**src/rtl/uart_tx_param.sv**
```systemverilog
// Parameterised UART transmitter with a small transmit FIFO in front of the shifter.
// Frames are start, DATA_BITS data bits LSB first, an optional parity bit, then STOP_BITS stop bits.
module uart_tx_param #(
  parameter int CLKS_PER_BIT = 87,
  parameter int DATA_BITS    = 8,
  parameter int PARITY       = 0,
  parameter int STOP_BITS    = 1,
  parameter int FIFO_DEPTH   = 4
) (
  input  logic                        clk,
  input  logic                        rstn,
  input  logic [DATA_BITS-1:0]        dataTX,
  input  logic                        dataTXValid,
  output logic                        dataTXReady,
  output logic                        serialTX,
  output logic                        activeTX,
  output logic                        doneTX,
  output logic [$clog2(FIFO_DEPTH):0] fifoCount
);

  localparam int PW = $clog2(FIFO_DEPTH);
  localparam int CW = $clog2(CLKS_PER_BIT);
  localparam int BW = $clog2(DATA_BITS);

  localparam logic [PW:0]   FULL_C     = (PW+1)'(FIFO_DEPTH);
  localparam logic [CW-1:0] CYC_LAST   = CW'(CLKS_PER_BIT - 1);
  localparam logic [BW-1:0] DATA_LAST  = BW'(DATA_BITS - 1);
  localparam logic [BW-1:0] STOP_LAST  = BW'(STOP_BITS - 1);
  localparam bit            HAS_PARITY = (PARITY != 0);

  typedef enum logic [2:0] {IDLE, START, DATA, PAR, STOP} state_e;

  state_e               state_q;
  logic [DATA_BITS-1:0] shift_q;
  logic                 parity_q;
  logic [CW-1:0]        cycle_q;
  logic [BW-1:0]        bit_q;
  logic                 serial_q;
  logic                 active_q;
  logic                 done_q;

  logic [DATA_BITS-1:0] fifoMem_q [FIFO_DEPTH];
  logic [PW-1:0]        wrPtr_q, wrPtr_d;
  logic [PW-1:0]        rdPtr_q, rdPtr_d;
  logic [PW:0]          count_q, count_d;
  logic                 push;
  logic                 pop;
  logic                 bitEnd;
  logic [DATA_BITS-1:0] headWord;

  assign dataTXReady = (count_q != FULL_C);
  assign push        = rstn && dataTXValid && dataTXReady;
  // Pop only uses the registered count, so a word written this cycle is fetched next edge at the earliest.
  assign pop         = (state_q == IDLE) && (count_q != '0);
  assign headWord    = fifoMem_q[rdPtr_q];
  assign bitEnd      = (cycle_q == CYC_LAST);

  assign serialTX  = serial_q;
  assign activeTX  = active_q;
  assign doneTX    = done_q;
  assign fifoCount = count_q;

  always_comb begin
    wrPtr_d = wrPtr_q;
    rdPtr_d = rdPtr_q;
    count_d = count_q;
    if (push) wrPtr_d = wrPtr_q + PW'(1);
    if (pop)  rdPtr_d = rdPtr_q + PW'(1);
    if (push && !pop)      count_d = count_q + (PW+1)'(1);
    else if (pop && !push) count_d = count_q - (PW+1)'(1);
  end

  always_ff @(posedge clk) begin
    if (!rstn) begin
      wrPtr_q <= '0;
      rdPtr_q <= '0;
      count_q <= '0;
    end else begin
      wrPtr_q <= wrPtr_d;
      rdPtr_q <= rdPtr_d;
      count_q <= count_d;
    end
  end

  always_ff @(posedge clk) begin
    if (push) fifoMem_q[wrPtr_q] <= dataTX;
  end

  // The shifter keeps the next data bit in shift_q[0]; serial_q is loaded one period ahead of each boundary.
  always_ff @(posedge clk) begin
    if (!rstn) begin
      state_q  <= IDLE;
      shift_q  <= '0;
      parity_q <= 1'b0;
      cycle_q  <= '0;
      bit_q    <= '0;
      serial_q <= 1'b1;
      active_q <= 1'b0;
      done_q   <= 1'b0;
    end else begin
      done_q <= 1'b0;
      if (state_q != IDLE) cycle_q <= bitEnd ? '0 : cycle_q + CW'(1);
      case (state_q)
        IDLE: begin
          if (pop) begin
            shift_q  <= headWord;
            parity_q <= (PARITY == 1) ? ~^headWord : ^headWord;
            serial_q <= 1'b0;
            active_q <= 1'b1;
            state_q  <= START;
          end
        end
        START: begin
          if (bitEnd) begin
            serial_q <= shift_q[0];
            state_q  <= DATA;
          end
        end
        DATA: begin
          if (bitEnd) begin
            if (bit_q == DATA_LAST) begin
              bit_q <= '0;
              if (HAS_PARITY) begin
                serial_q <= parity_q;
                state_q  <= PAR;
              end else begin
                serial_q <= 1'b1;
                state_q  <= STOP;
              end
            end else begin
              bit_q    <= bit_q + BW'(1);
              shift_q  <= shift_q >> 1;
              serial_q <= shift_q[1];
            end
          end
        end
        PAR: begin
          if (bitEnd) begin
            serial_q <= 1'b1;
            state_q  <= STOP;
          end
        end
        STOP: begin
          if (bitEnd) begin
            if (bit_q == STOP_LAST) begin
              bit_q    <= '0;
              active_q <= 1'b0;
              done_q   <= 1'b1;
              state_q  <= IDLE;
            end else begin
              bit_q <= bit_q + BW'(1);
            end
          end
        end
        default: state_q <= IDLE;
      endcase
    end
  end

endmodule

```
**config.mk**
```make
export PLATFORM = sky130hd
export DESIGN_NAME = uart_tx_param
export DESIGN_NICKNAME = d
export VERILOG_FILES = /design/src/rtl/uart_tx_param.sv
export SDC_FILE = /design/constraint.sdc
export NUM_CORES = 1
export LEC_CHECK = 0
export BUFFER_PORTS_ARGS = -buffer_cell sky130_fd_sc_hd__buf_2
export CELL_PAD_IN_SITES_DETAIL_PLACEMENT = 1
export CELL_PAD_IN_SITES_GLOBAL_PLACEMENT = 1
export CORE_MARGIN = 3
export CORE_UTILIZATION = 44
export DETAILED_ROUTE_END_ITERATION = 8
export PLACE_DENSITY_LB_ADDON = 0.1
export SKIP_LAST_GASP = 1
export SYNTH_ARGS = -nofsm -noshare
export SYNTH_HDL_FRONTEND = slang
export SYNTH_SLANG_ARGS = --single-unit
```
**constraint.sdc**
```tcl
create_clock -name clk -period 2.35 [get_ports clk]
set_input_delay 0.1175 -clock clk [delete_from_list [all_inputs] [get_ports clk]]
set_output_delay 0.1175 -clock clk [all_outputs]
set_load 0.02 [all_outputs]
```
# Yosys cells after proc, flatten, opt, wreduce, memory -nomap -nowiden
# Memories as Yosys holds them, arrays and structs flattened. A register that Yosys moved wholly into a read port is not among the register bits.
# Index checks and enable logic that the tools add are counted.
[totals]
regBits = 31
latch_bits = 0
mem_bits_rw = 32
rom_bits = 0
input_bits = 11
output_inout_bits = 7
wordCells = 89
mem_count = 1
[memory_table]
columns = ["memory", "depth", "word_bits", "rd", "rd_clocked_by_memory_dff", "wr", "line_no", "text"]
rows = [
  ["fifoMem_q", 4, 8, 1, 1, 1, "42", "logic [DATA_BITS-1:0] fifoMem_q [FIFO_DEPTH];"],
]
[classes]
addsub = 6
multipliers = 0
div = 0
n_lt_le_gt_ge = 0
eq_ne = 15
shifts = 0
muxes = 35
n_bitwise = 0
n_reduce_logical = 22
[ops]
columns = ["op", "count"]
rows = [
  ["$mux W3", 13],
  ["$mux W8", 3],
  ["$ne A2 B2 Y1 const B", 8],
  ["$pmux W8 S2", 1],
  ["$pmux W3 S5", 1],
  ["$mux W1", 11],
  ["$reduce_and A4 Y1", 2],
  ["$reduce_bool A2 Y1", 4],
  ["$add A7 B1 Y7 const B", 1],
  ["$eq A7 B7 Y1 const B", 1],
  ["$mux W7", 1],
  ["$reduce_and A7 Y1", 1],
  ["$add A3 B1 Y3 const B", 2],
  ["$eq A3 B2 Y1 const B", 2],
  ["$eq A3 B3 Y1 const B", 2],
  ["$logic_not A3 Y1", 2],
  ["$pmux W3 S2", 1],
  ["$reduce_and A3 Y1", 2],
  ["$reduce_bool A3 Y1", 2],
  ["$logic_and A1 B1 Y1", 5],
  ["$reduce_and A5 Y1", 1],
  ["$add A2 B1 Y2 const B", 2],
  ["$mux W2", 2],
  ["$pmux W1 S4", 1],
  ["other kinds (6)", 7],
]

# Depth between registers and ports, before layout
[logic_depth]
ltp_word = 6
ltp_mapped = 11
ltp_nobuf = 9

# Worst setup path before layout
# No wires, ideal clock.
[synth_path]
path_type = "flip-flop to flip-flop"
start = "register count_q[0] (netlist: fifoCount[0])"
end = "register count_q[2] (netlist: fifoCount[2])"
setup_time_ns = 0.076
t_arrival_ns = 2.158
required_time_ns = 2.274
slack_ns = 0.116
stages_incl_launch_ff = 10
n_path_buf = 0
synth_period_minus_slack_ns = 2.234
cell_sequence = "dfxtp_1 > or3b_2 > nand3_1 > inv_1 > ha_1 > inv_1 > fa_1 > xor2_1 > or3_1 > a21boi_0"
[synth_between]
elab_chain_cells = 5
word_cells_on_any_way = 13
cone_classes = "2 x add/sub; 1 x eq/ne; 2 x mux; 8 x reduce/logical"
[synth_lines]
columns = ["element", "line_no", "text"]
rows = [
  ["from (decl)", "45", "logic [PW:0] count_q, count_d;"],
  ["from (signal assigned)", "81", "count_q <= count_d;"],
  ["$ne A3 B3 Y1 *", "51", "assign dataTXReady = (count_q != FULL_C);"],
  ["named net dataTXReady", "14", "output logic dataTXReady,"],
  ["$logic_and A1 B1 Y1 *", "52", "assign push = rstn && dataTXValid && dataTXReady;"],
  ["named net push", "46", "logic push;"],
  ["$logic_not A1 Y1", "70", "else if (pop && !push) count_d = count_q - (PW+1)'(1);"],
  ["$logic_and A1 B1 Y1", "70", ""],
  ["$reduce_bool A2 Y1 (no source line)", "-", ""],
]
# The timed path passes the listed nets; every way through them passes the cells marked *. The select of a mux whose other input is x is not followed.
# A chain may end at the register's enable or synchronous reset.

# Worst setup path in the final report
[layout_path]
start = "register count_q[0] (netlist: fifoCount[0])"
end = "register count_q[2] (netlist: fifoCount[2])"
[layout_between]
elab_chain_cells = 5
word_cells_on_any_way = 13
cone_classes = "2 x add/sub; 1 x eq/ne; 2 x mux; 8 x reduce/logical"
[layout_lines]
columns = ["element", "line_no"]
rows = [
  ["$ne A3 B3 Y1 *", "51"],
  ["$logic_and A1 B1 Y1 *", "52"],
  ["named net push", "46"],
  ["$logic_not A1 Y1", "70"],
  ["$logic_and A1 B1 Y1", "70"],
  ["$reduce_bool A2 Y1 (no source line)", "-"],
]
# Marks and branches as above.

==> out/metrics.cfg <==
[clock_tree]
cts_tree = yes
cts.sinks = 65
clock_latency_ps = 330
post_cts_buffers = 0
cts-root-buf = clkbuf_8
numCtsBuffers = 9
clockBufferDepth = 2
path_clk_slew_ps = 70
htree_levels = 3

[timing]
clock_skew_ps = 6.38
slew_violations = 0
hold_violations = 0
post-route-min-period_ps = 2160
setup_violations = 0
period_share = 0.921
relSlewSlack = 0.627
fmax_mhz = 462
fin_tns_setup_ps = 0
worst_pin_slew_ps = 555

[detailed_routing]
wirelength_um = 5890
vias = 1835
drc = 0
via_per_inst = 5.45
ant_nets = 0
drtIter0Drc = 96
wl_per_cell_um = 17.5
dr.pass1.iters = 4

[layout]
fillers = 637
fin_nets = 279
drive_gt1_frac = 0.221
antennaDiodeCount = 0
synthToLayoutAreaGrowth_pct = 14.4

[die]
core_um2 = 6100
ioPinCount = 18
design.die.area_um2 = 7500
die_w_um = 86.6
row_count = 28
initial_core_util = 0.469
die_h_um = 86.6

[min_path]
holdPathEnd = fifoMem_q[2][0]
min_path_type = in -> reg
hold_depth = 1
hold_start = dataTX[0]

[job]
maxCapViolations = 0

[power]
pwr-share-clk = 0.257
p_per_area_nw_per_um2 = 984
p_leak_nw = 1.18
p_int_mw = 2.15
p_switching_mw = 1.07
switching_share = 0.332
worst_ir_drop_vdd_v = 0.000538
seq_power_share = 0.472
comb_power_share = 0.271
p_total_mw = 3.22

[logic_synthesis]
synthCells = 229
yosysUniqueCellTypes = 46
synth_nets = 251
syn_avg_cell_area_um2 = 12.5
syn_area_um2 = 2860
synthArstFlopShare = 0
ys_ff_latch = 65
ys_warn_count = 0
ys.flop_type = dfxtp_1
synth_edf_count = 32
yosysSeqAreaShare = 0.567

[global_routing]
track_usage = 0.177
grt_pass1_wl_um = 10000
antenna_found_initial = 0
grt_remaining_overflow = 0
grt_max_degree = 28
grt_pass1_vias = 2026

[worst_setup_path]
timing_worst_setup_path_type = reg -> reg
cp.arrival_ps = 2420
crit_fanout = 5
worstPathRequired_ps = 2610
crit-reg2reg-launch = fifoCount[0]
endpoint_kind = register
reg2reg_slack_ps = 190
reg2reg_depth = 9
start_kind = register
r2r_end = fifoCount[2]

[place]
gp_congestion = 0.762
dp_hpwl_um = 4160
portBuffers = 17

[run_status]
status = completed

==> stage by stage <==
stage | util | instance area, µm² | instances | worst slack, ps | hold slack (ps)
2_1_floorplan | - | 2860 | 229 | 116 | 216
3_3_place_gp | 0.494 | 3010 | 314 | 266 | 326
3_5_place_dp | 0.494 | 3010 | 314 | 40.4 | 337
4_1_cts | 0.532 | 3240 | 336 | 8.48 | 0.665
5_1_grt | 0.536 | 3270 | 337 | -5.63 | 2.48
6_report | 0.536 | 3270 | 337 | 186 | 11.8
==> power by group through the flow <==
stage	combinational [mW]	clock (mW)	sequential, mW
3_5_place_dp	0.851	0	1.53
3_3_place_gp	0.802	0	1.52
5_1_grt	0.967	0.898	1.55
6_report	0.873	0.827	1.52
4_1_cts	0.865	0.844	1.51
2_1_floorplan	0.632	0	1.50
==> cells in the final DEF (no fill, tap or decap), drive strengths merged, types with 2 or more instances in the layout <==
cell type	count
a2111o	2
a21boi	4
a21oi	9
a22oi	7
and2	10
buf	24
clkbuf	9
clkinv	5
clkinvlp	2
dfxtp	33
dlygate4sd3	7
edfxtp	32
ha	10
inv	9
mux4	8
nand2	10
nand2b	2
nand3	5
nor2	16
nor2b	4
nor3	6
nor3b	2
o21ai	7
o31ai	8
or2	2
or3	2
or3b	2
xnor2	7
xor2	3
==> logic make-up (layout without fill, tap and decap cells) <==
logic type | Yosys count | in the layout | share of synthesized area
muxes | 9 | 9 | 0.0665
and+or+nand+nor | 67 | 67 | 0.137
AOI/OAI and AO/OA | 44 | 44 | 0.108
buffers and inverters | 23 | 56 | 0.0394
adders and majority gates | 11 | 11 | 0.0508
xor gates and xnor gates | 10 | 10 | 0.0307
DFF | 65 | 65 | 0.567
==> repair_timing <==
item / in CTS / in global routing
resized for setup: 0 / 7
endpoints found under the hold margin: 24 / 2
hold buffers: 6 / 1
setup endpoints to repair: 0 / 1
==> how the worst max path moves through the flow <==
stage	from	end	slack, ps
floorplan	fifoCount[0]	fifoCount[2]	120
global placement	fifoCount[0]	fifoCount[2]	270
detailed placement	fifoCount[0]	fifoCount[2]	40
CTS	fifoCount[0]	fifoCount[2]	8
global route	fifoCount[0]	fifoCount[2]	-6
finish	fifoCount[0]	fifoCount[2]	190
==> cell type report <==
class                           count  area, µm²  share of cell area
Clock inverter                      7       47.5              0.0145
Clock buffer                        9        124              0.0379
Multi-Input combinational cell    141       1130               0.347
Sequential cell                    65       1630               0.498
Timing Repair Buffer               31        208              0.0635
Tap cell                           75       93.8              0.0287
Inverter                            9       33.8              0.0103
==> state kept, by name (all words and copies together), names as in the netlist, named ones only <==
register   count
serialTX       1
doneTX         1
fifoMem_q     32
bit_q          3
state_q        3
shift_q        8
fifoCount      3
wrPtr_q        2
activeTX       1
cycle_q        7
rdPtr_q        2
==> metal layers <==
layer | vias to the layer above | global-route usage | wire (µm)
li1 | 892 | - | -
met1 | 913 | 0.216 | 2590
met2 | 21 | 0.308 | 3080
met3 | 9 | 0.0342 | 130
met4 | 0 | 0.0722 | 86
met5 | - | 0 | 0
==> worst max-delay path, stage by stage (launching register included) <==
cell and delay [ps]:
dfxtp_2 370, or3b_2 520, nand3_1 110, inv_1 80, ha_1 230, inv_1 70
fa_1 180, xor2_1 80, or3_1 330, a21boi_1 130
==> synth_stat cells, types with 2 or more instances <==
| library cell | n | area, µm² |
|---|---|---|
| nor3b_1 | 2 | 15.0 |
| or3_1 | 2 | 12.5 |
| a21oi_1 | 9 | 45.0 |
| dfxtp_1 | 33 | 661 |
| a21boi_0 | 4 | 30.0 |
| mux4_2 | 8 | 180 |
| a2111o_1 | 2 | 22.5 |
| edfxtp_1 | 32 | 961 |
| xor2_1 | 3 | 26.3 |
| a22oi_1 | 7 | 52.6 |
| clkbuf_1 | 8 | 30.0 |
| nand2_1 | 10 | 37.5 |
| xnor2_1 | 7 | 61.3 |
| nand3_1 | 5 | 25.0 |
| buf_6 | 3 | 33.8 |
| o31ai_1 | 8 | 60.1 |
| nand2b_1 | 2 | 12.5 |
| ha_1 | 10 | 125 |
| nor2_1 | 16 | 60.1 |
| nor3_1 | 6 | 30.0 |
| and2_1 | 10 | 62.6 |
| nor2b_1 | 4 | 25.0 |
| inv_1 | 9 | 33.8 |
| buf_2 | 3 | 15.0 |
| o21ai_0 | 5 | 25.0 |
Note: power is estimated with default switching activity, not from simulation.
